==> src/rtl/cve2_pkg.sv <==
// rtl/cve2_pkg.sv - shared types and helpers for the register-file writeback arbiter
package cve2_pkg;

   // Widest write data the hold entry can carry; DataWidth must not exceed it.
   localparam int unsigned WB_DATA_W = 32;

   function automatic int unsigned RF_ADDR_W(input bit rv32e);
      return rv32e ? 4 : 5;
   endfunction

   typedef enum logic [0:0] {
      HOLD_EMPTY = 1'b0,
      HOLD_FULL  = 1'b1
   } hold_state_e;

   typedef struct packed {
      logic                 valid;
      logic [4:0]           waddr;
      logic [WB_DATA_W-1:0] wdata;
   } wb_req_t;

endpackage

==> src/rtl/cve2_rf_scoreboard.sv <==
// rtl/cve2_rf_scoreboard.sv - pending-load bit per register with two read-port match outputs
module cve2_rf_scoreboard
   import cve2_pkg::*;
#(
   parameter bit RV32E = 1'b0,
   localparam int unsigned AW = RF_ADDR_W(RV32E),
   localparam int unsigned NR = 1 << AW
) (
   input  logic          clk_int,
   input  logic          rst_ni,
   input  logic          set,
   input  logic [AW-1:0] set_addr,
   input  logic          clr,
   input  logic [AW-1:0] clr_addr,
   input  logic [AW-1:0] raddr_a,
   input  logic [AW-1:0] raddr_b,
   output logic          match_a,
   output logic          match_b,
   output logic [NR-1:0] pend
);

   logic [NR-1:1] bits_q;
   logic [NR-1:1] bits_d;

   // Set is applied after clear so a same-cycle reissue keeps the register pending.
   always_comb begin
      bits_d = bits_q;
      for (int i = 1; i < NR; i++) begin
         if (clr && (clr_addr == AW'(i))) bits_d[i] = 1'b0;
         if (set && (set_addr == AW'(i))) bits_d[i] = 1'b1;
      end
   end

   always_ff @(posedge clk_int or negedge rst_ni) begin
      if (!rst_ni) begin
         bits_q <= '0;
      end else begin
         bits_q <= bits_d;
      end
   end

   assign pend    = {bits_q, 1'b0};
   assign match_a = pend[raddr_a];
   assign match_b = pend[raddr_b];

endmodule

==> src/rtl/cve2_rf_wb_arbiter.sv <==
// rtl/cve2_rf_wb_arbiter.sv - shares the RF write port between EX results and load returns
module cve2_rf_wb_arbiter
   import cve2_pkg::*;
#(
   parameter bit          RV32E     = 1'b0,
   parameter int unsigned DataWidth = 32
) (
   input  logic                 clk_int,
   input  logic                 rst_ni,
   input  logic                 ex_req_i,
   input  logic [4:0]           ex_waddr_i,
   input  logic [DataWidth-1:0] ex_wdata_i,
   output logic                 ex_gnt_o,
   input  logic                 lsu_req_i,
   input  logic [4:0]           lsu_waddr_i,
   input  logic [DataWidth-1:0] lsu_wdata_i,
   input  logic                 ld_issue_i,
   input  logic [4:0]           ld_issue_rd_i,
   input  logic [4:0]           raddr_a_i,
   input  logic [4:0]           raddr_b_i,
   output logic                 hazard_o,
   output logic                 rf_we_o,
   output logic [4:0]           rf_waddr_o,
   output logic [DataWidth-1:0] rf_wdata_o
);

   localparam int unsigned AW = RF_ADDR_W(RV32E);
   localparam int unsigned NR = 1 << AW;

   logic [AW-1:0] ex_addr, lsu_addr, ld_addr, ra_addr, rb_addr;
   logic          unused_addr_hi;

   assign ex_addr  = ex_waddr_i[AW-1:0];
   assign lsu_addr = lsu_waddr_i[AW-1:0];
   assign ld_addr  = ld_issue_rd_i[AW-1:0];
   assign ra_addr  = raddr_a_i[AW-1:0];
   assign rb_addr  = raddr_b_i[AW-1:0];
   assign unused_addr_hi = ^{ex_waddr_i[4], lsu_waddr_i[4], ld_issue_rd_i[4],
                             raddr_a_i[4], raddr_b_i[4]};

   wb_req_t ex_s, lsu_s, hold_q, hold_d, port;
   hold_state_e state_q, state_d;
   logic gnt;

   always_comb begin
      ex_s       = '0;
      ex_s.valid = ex_req_i && (ex_addr != '0);
      ex_s.waddr = 5'(ex_addr);
      ex_s.wdata = WB_DATA_W'(ex_wdata_i);
      lsu_s       = '0;
      lsu_s.valid = lsu_req_i && (lsu_addr != '0);
      lsu_s.waddr = 5'(lsu_addr);
      lsu_s.wdata = WB_DATA_W'(lsu_wdata_i);
   end

   // Priority LSU > hold > EX; x0 requests are granted but never captured.
   always_comb begin
      port    = '0;
      gnt     = 1'b0;
      hold_d  = hold_q;
      state_d = state_q;
      unique case (state_q)
         HOLD_EMPTY: begin
            gnt = ex_req_i;
            if (lsu_req_i) begin
               port = lsu_s;
               if (ex_s.valid) begin
                  hold_d  = ex_s;
                  state_d = HOLD_FULL;
               end
            end else begin
               port = ex_s;
            end
         end
         HOLD_FULL: begin
            if (lsu_req_i) begin
               port = lsu_s;
            end else begin
               port = hold_q;
               gnt  = ex_req_i;
               if (ex_s.valid) begin
                  hold_d = ex_s;
               end else begin
                  hold_d  = '0;
                  state_d = HOLD_EMPTY;
               end
            end
         end
         default: ;
      endcase
   end

   always_ff @(posedge clk_int or negedge rst_ni) begin
      if (!rst_ni) begin
         state_q <= HOLD_EMPTY;
         hold_q  <= '0;
      end else begin
         state_q <= state_d;
         hold_q  <= hold_d;
      end
   end

   assign rf_we_o    = port.valid & rst_ni;
   assign rf_waddr_o = port.waddr;
   assign rf_wdata_o = DataWidth'(port.wdata);
   assign ex_gnt_o   = gnt & rst_ni;

   logic          sb_match_a, sb_match_b;
   logic [NR-1:0] pend;

   cve2_rf_scoreboard #(
      .RV32E(RV32E)
   ) u_scoreboard (
      .clk_int (clk_int),
      .rst_ni  (rst_ni),
      .set     (ld_issue_i),
      .set_addr(ld_addr),
      .clr     (lsu_req_i),
      .clr_addr(lsu_addr),
      .raddr_a (ra_addr),
      .raddr_b (rb_addr),
      .match_a (sb_match_a),
      .match_b (sb_match_b),
      .pend    (pend)
   );

   logic hold_hit_a, hold_hit_b;

   assign hold_hit_a = (state_q == HOLD_FULL) && (ra_addr != '0) && (5'(ra_addr) == hold_q.waddr);
   assign hold_hit_b = (state_q == HOLD_FULL) && (rb_addr != '0) && (5'(rb_addr) == hold_q.waddr);
   assign hazard_o   = sb_match_a | sb_match_b | hold_hit_a | hold_hit_b;

   ex_to_pending_reg: assert property (@(posedge clk_int) disable iff (!rst_ni)
      (ex_req_i && (ex_addr != '0)) |-> !pend[ex_addr]);

   lsu_to_idle_reg: assert property (@(posedge clk_int) disable iff (!rst_ni)
      (lsu_req_i && (lsu_addr != '0)) |-> pend[lsu_addr]);

endmodule
==> config.mk <==
export PLATFORM = sky130hd
export DESIGN_NAME = cve2_rf_wb_arbiter
export DESIGN_NICKNAME = d
export VERILOG_FILES = /design/src/rtl/cve2_pkg.sv /design/src/rtl/cve2_rf_scoreboard.sv /design/src/rtl/cve2_rf_wb_arbiter.sv
export SDC_FILE = /design/constraint.sdc
export NUM_CORES = 1
export LEC_CHECK = 0
export ABC_AREA = 1
export BUFFER_PORTS_ARGS = -buffer_cell sky130_fd_sc_hd__buf_2
export CAP_MARGIN = 20
export CORE_MARGIN = 10
export CORE_UTILIZATION = 40
export CTS_CLUSTER_DIAMETER = 150
export DETAILED_ROUTE_END_ITERATION = 7
export PLACE_DENSITY = 0.7
export SYNTH_ARGS = -nofsm -noshare
export SYNTH_HDL_FRONTEND = slang
export SYNTH_SLANG_ARGS = --single-unit
==> constraint.sdc <==
create_clock -name clk_int -period 1.27 [get_ports clk_int]
set_input_delay 0.254 -clock clk_int [delete_from_list [all_inputs] [get_ports clk_int]]
set_output_delay 0.254 -clock clk_int [all_outputs]
set_load 0.02 [all_outputs]
After elaboration in Yosys (flattened, before gate mapping)

Cells that the tools add are included.

Flip-flop bits (word level): 70
Bits in latches: 0
Bits in writable memories: 0
Memory bits (read-only): 0
Bits of input ports: 94
Output and inout bits: 40
Logic and storage cells: 294
Memories: 0

$add $sub $neg: 0
$mul: 0
Div/mod/pow operators: 0
Order comparisons: 2
Equality and inequality tests: 67
Shift operators: 0
Muxes and demuxes: 80
Bitwise operators: 6
Reductions and logical operators: 104

Operator list:

| operator           | count |
|---|---|
| $mux 38            | 6 |
| $eq 5x5->1 const B | 32 |
| $pmux 38 s2        | 2 |
| $eq 5x4->1 const B | 16 |
| $logic_and 1x1->1  | 68 |
| $mux 1             | 68 |
| $reduce_bool 2->1  | 31 |
| $eq 5x3->1 const B | 8 |
| $eq 5x2->1 const B | 4 |
| $reduce_bool 5->1  | 4 |
| $lt 5x6->1 const B | 2 |
| $bmux 1 s5         | 2 |
| $eq 5x1->1 const B | 2 |
| $eq 5x5->1         | 2 |
| $ne 2x2->1 const B | 3 |
| $pmux 1 s2         | 2 |
| $or 1x1->1         | 3 |
| $reduce_and 3->1   | 1 |
| $and 1x1->1        | 2 |
| $not 1->1          | 1 |

Logic depth before layout (Yosys ltp)

Word-level depth: 5
Depth in mapped cells: 11
Depth with buffers taken out: 10

Hierarchy

A second synthesis with hierarchy kept.

Cells, all modules: 748
Area, all modules: 4,703.3 sq um

Modules (own cells, without submodules):

| module             | times used | cells an instance | area each (sq um) |
|---|---|---|---|
| cve2_rf_wb_arbiter | 1          | 400               | 2,537.4 |
| cve2_rf_scoreboard | 1          | 348               | 2,165.8 |

Worst setup path before layout

No wires, ideal clock.

Kind: register to output
From: register state_q
To: output port rf_wdata_o[10]
Arrival time: 1.273 ns
Setup slack: -0.257 ns
Cell stages (with the launch flop): 5
Path buffers: 1
Cell sequence: dfrtp_1 nor2_4 clkinv_2 buf_2 o211ai_1

Longest elaborated chain between the ends: 2

Ends and longest elaborated chain:

| item                     | line                     | text |
|---|---|---|
| start: declaration       | cve2_rf_wb_arbiter.sv:42 | `hold_state_e state_q, state_d;` |
| start signal: assignment | cve2_rf_wb_arbiter.sv:98 | `state_q <= state_d;` |
| $not 1->1                | --                       |  |
| $pmux 38 s2 *            | cve2_rf_wb_arbiter.sv:62 | `unique case (state_q)` |
| end: declaration         | cve2_rf_wb_arbiter.sv:24 | `output logic [DataWidth-1:0] rf_wdata_o` |

Every way passes the cells marked *; elsewhere a longest branch is shown, timed or not.

Worst setup path after layout

From: register state_q
To: output port rf_wdata_o[26]

The elaborated chain is that of the path after synthesis.

==> out/summary.txt <==
Dpl cells = 997
Grt met1 use = 24.0%
Final ANT Viol Nets = 0
Worst path cell trace = inv_4 > nor2_4 > buf_12 > nand2_1 > o211ai_1 > buf_4
PnR worst setup slack = -0.635 ns
Top-area cell type share of the netlist area = 38.6%
Setup slack at placement = -0.368 ns
First-pass GRT wire length = 26.2 mm
Post-Route WL = 16.5 mm
Post-layout minimum cycle time = 1.91 ns
Die area = 16000 um2
Type of the tightest min-delay check = input port to asynchronous set/reset pin
Post-route setup TNS = -30.04 ns
Worst R2R Setup Slack = -0.28 ns
Global Route met3 Usage = 4.50%
Seq/Total Area, Yosys = 38.6%
# nets final = 974
Unrepaired setup endpoints after global routing = yes
Slowest CP cell = dfrtp_2
CP max FO = 23
Mapped Area = 4540 um2
DRC errors left = 0
Reg2reg end = hold_q[12]
CP Capture Type = output port
Clock Skews = 0.00445 ns
Largest net degree at the start of global routing = 33
Crit-path max cell delay = 0.45 ns
Worst slew pin tran = 0.391 ns
Pre-Repair DR Iteration Count = 7
Cells on worst reg2reg path = 8
Final hold slack = -0.0196 ns
Synth top area cells = dfrtp_1, nand2_1, inv_1, o211ai_1, o21ai_0
Placed inst area = 5910 um2
Dominant synthesized flop cell = dfrtp_1
Slew HR = 73.9%
Met2 usage = 33.9%
Worst setup startpoint = state_q
Syn Inst Count = 676
Worst path bufs/invs = 3
Leakage = 3.49 nW
Layout cell share with drive strength beyond 1 = 33.0%
Clock root buffer = clkbuf_16
Count of final setup violators = 78
Clk pin slew, worst setup/hold paths = 0.06 ns
Avg Cell Area, Syn = 6.71 um2
Initial Utilization = 41.3%
Final Non-Filler Cells = 1025
Vias in the first global route = 5173
Startpoint type of the worst setup path = flop
Total gr overflow = 0
DR WL/cell = 16.1 um
Die Height = 127 um
DR iter-0 viols = 454
Fin. max-slew vios = 0
H-tree depth = 3
Cell depth of the worst setup path = 6
Placement Rows = 38
Ys Warns = 0
Chip Width = 127 um
Vias = 5249
PortBufs = 133
Final Core Density = 60.8%
Final period utilization = 150%
Clk_lat worst skew = 0.34 ns
Vias/cell = 5.12
Peak-usage layer in the global routing report = met2
Antenna fix cells = 0
Max-cap violation count = 0
RePlAce Congestion = 0.900
Detailed placement HPWL = 11.9 mm
Distinct cells, synth = 31
Power per cell area = 1290 nW/um2
CTS Sinks = 70
Yosys top cell by area = dfrtp_1
Asr flop ratio synth = 100%
Most frequent cell after synthesis = nand2_1
Final instance area = 6680 um2
Initial antenna violation count = 1
Power consumption = 8.60 mW
FMAX = 525 MHz
Crit path to = rf_wdata_o[26]
TritonCTS clock tree = built
Status = complete, but fails checks
R2r startpoint = state_q
Gr usage total = 19.7%
Post-synth top cells = nand2_1, inv_1, dfrtp_1
Synthesis-to-layout area growth = 47.1%
CTS Buffer Depth = 2
Delay-heaviest family, CP = flip-flops
Final Hold Viols = 17
Post-synth EDFFs = 0
CORE AREA = 11000 um2
Failing checks = hold timing, setup timing
Post-Syn Nets = 770
CP Data Arrival Time = 1.65 ns
Worst VDD drop = 0.000697 V
Cts bufs inserted = 9
Required @ worst endpoint = 1.02 ns
Seq cells post-synth = 70
Worst Setup Path Type = flop to output port
Io pins = 134
cells in the final DEF, fill, tap and decap left out, types with 4 or more instances in the layout:
| master | synthesis | routed |
|---|---|---|
| nand2_1 | 242 | 238 |
| buf_4 | 1 | 99 |
| buf_2 | 12 | 93 |
| inv_1 | 91 | 84 |
| dfrtp_1 | 70 | 69 |
| o211ai_1 | 42 | 42 |
| nor2_1 | 41 | 40 |
| o21ai_0 | 51 | 39 |
| nand3_1 | 29 | 29 |
| o21ai_1 | 38 | 28 |
| o21ai_2 | 0 | 20 |
| buf_6 | 8 | 15 |
| a21oi_1 | 14 | 13 |
| buf_12 | 0 | 11 |
| inv_2 | 4 | 9 |
| clkbuf_16 | 0 | 9 |
| a22oi_2 | 0 | 4 |
| o22ai_1 | 4 | 4 |
flip-flops by register name (all words and copies together) (netlist names):
name / cells
hold_q: 38
state_q: 1
u_scoreboard.bits_q: 31
area by class of cell:
cell class	count	area, um2
clock inverter	6	92.6
tap	140	175
sequential	70	1750
fill	1006	4310
clock buffer	10	239
multi-input combinational	481	2380
inverter	97	377
timing repair buffer	221	1660
how the worst min path moves through the flow:
stage          startpoint                       to  slack [ns]  depth (start not counted)
2_1_floorplan      rst_ni                hold_q[0]       -0.04                          0
3_3_place_gp       rst_ni  u_scoreboard.bits_q[29]        0.36                          2
3_5_place_dp       rst_ni  u_scoreboard.bits_q[29]        0.37                          2
4_1_cts            rst_ni  u_scoreboard.bits_q[29]      0.0004                          2
5_1_grt            rst_ni  u_scoreboard.bits_q[13]        0.02                          2
6_report           rst_ni  u_scoreboard.bits_q[29]       -0.02                          2
repair_timing:
item / CTS / global route
endpoints found under the setup margin: 77 / 77
setup buffers: 8 / 5
pin swaps: 11 / 6
resized for setup: 83 / 32
gates cloned: 4 / 1
hold buffers: 0 / 0
power breakdown:
part	leakage (nW)	switching (mW)	internal (mW)	total [mW]
Sequential	0.868	0.327	2.68	3.01
Clock	0.156	1.02	1.79	2.81
Combinational	2.47	1.55	1.23	2.78
metal layers:
metal,vias to the layer above,wire (um)
met1,2477,7020
met5,-,0
met4,0,298
met3,20,942
li1,2589,-
met2,163,8270
kinds of logic after synthesis:
kind of cell / share of synthesized area (%)
buf+inv: 12.2
flops: 38.6
compound gates: 20.3
simple gates: 28.5
xor+xnor: 0.386
worst reg2reg max path, stage by stage, from the launching register on:
cell and delay (ns):
dfrtp_2 0.47, nor2_4 0.15, clkinv_4 0.11, buf_6 0.14, buf_6 0.11, nand3_4 0.14, buf_12 0.14, buf_16 0.12
o21ai_1 0.06
No activity file was read; power rests on OpenSTA's default activity.
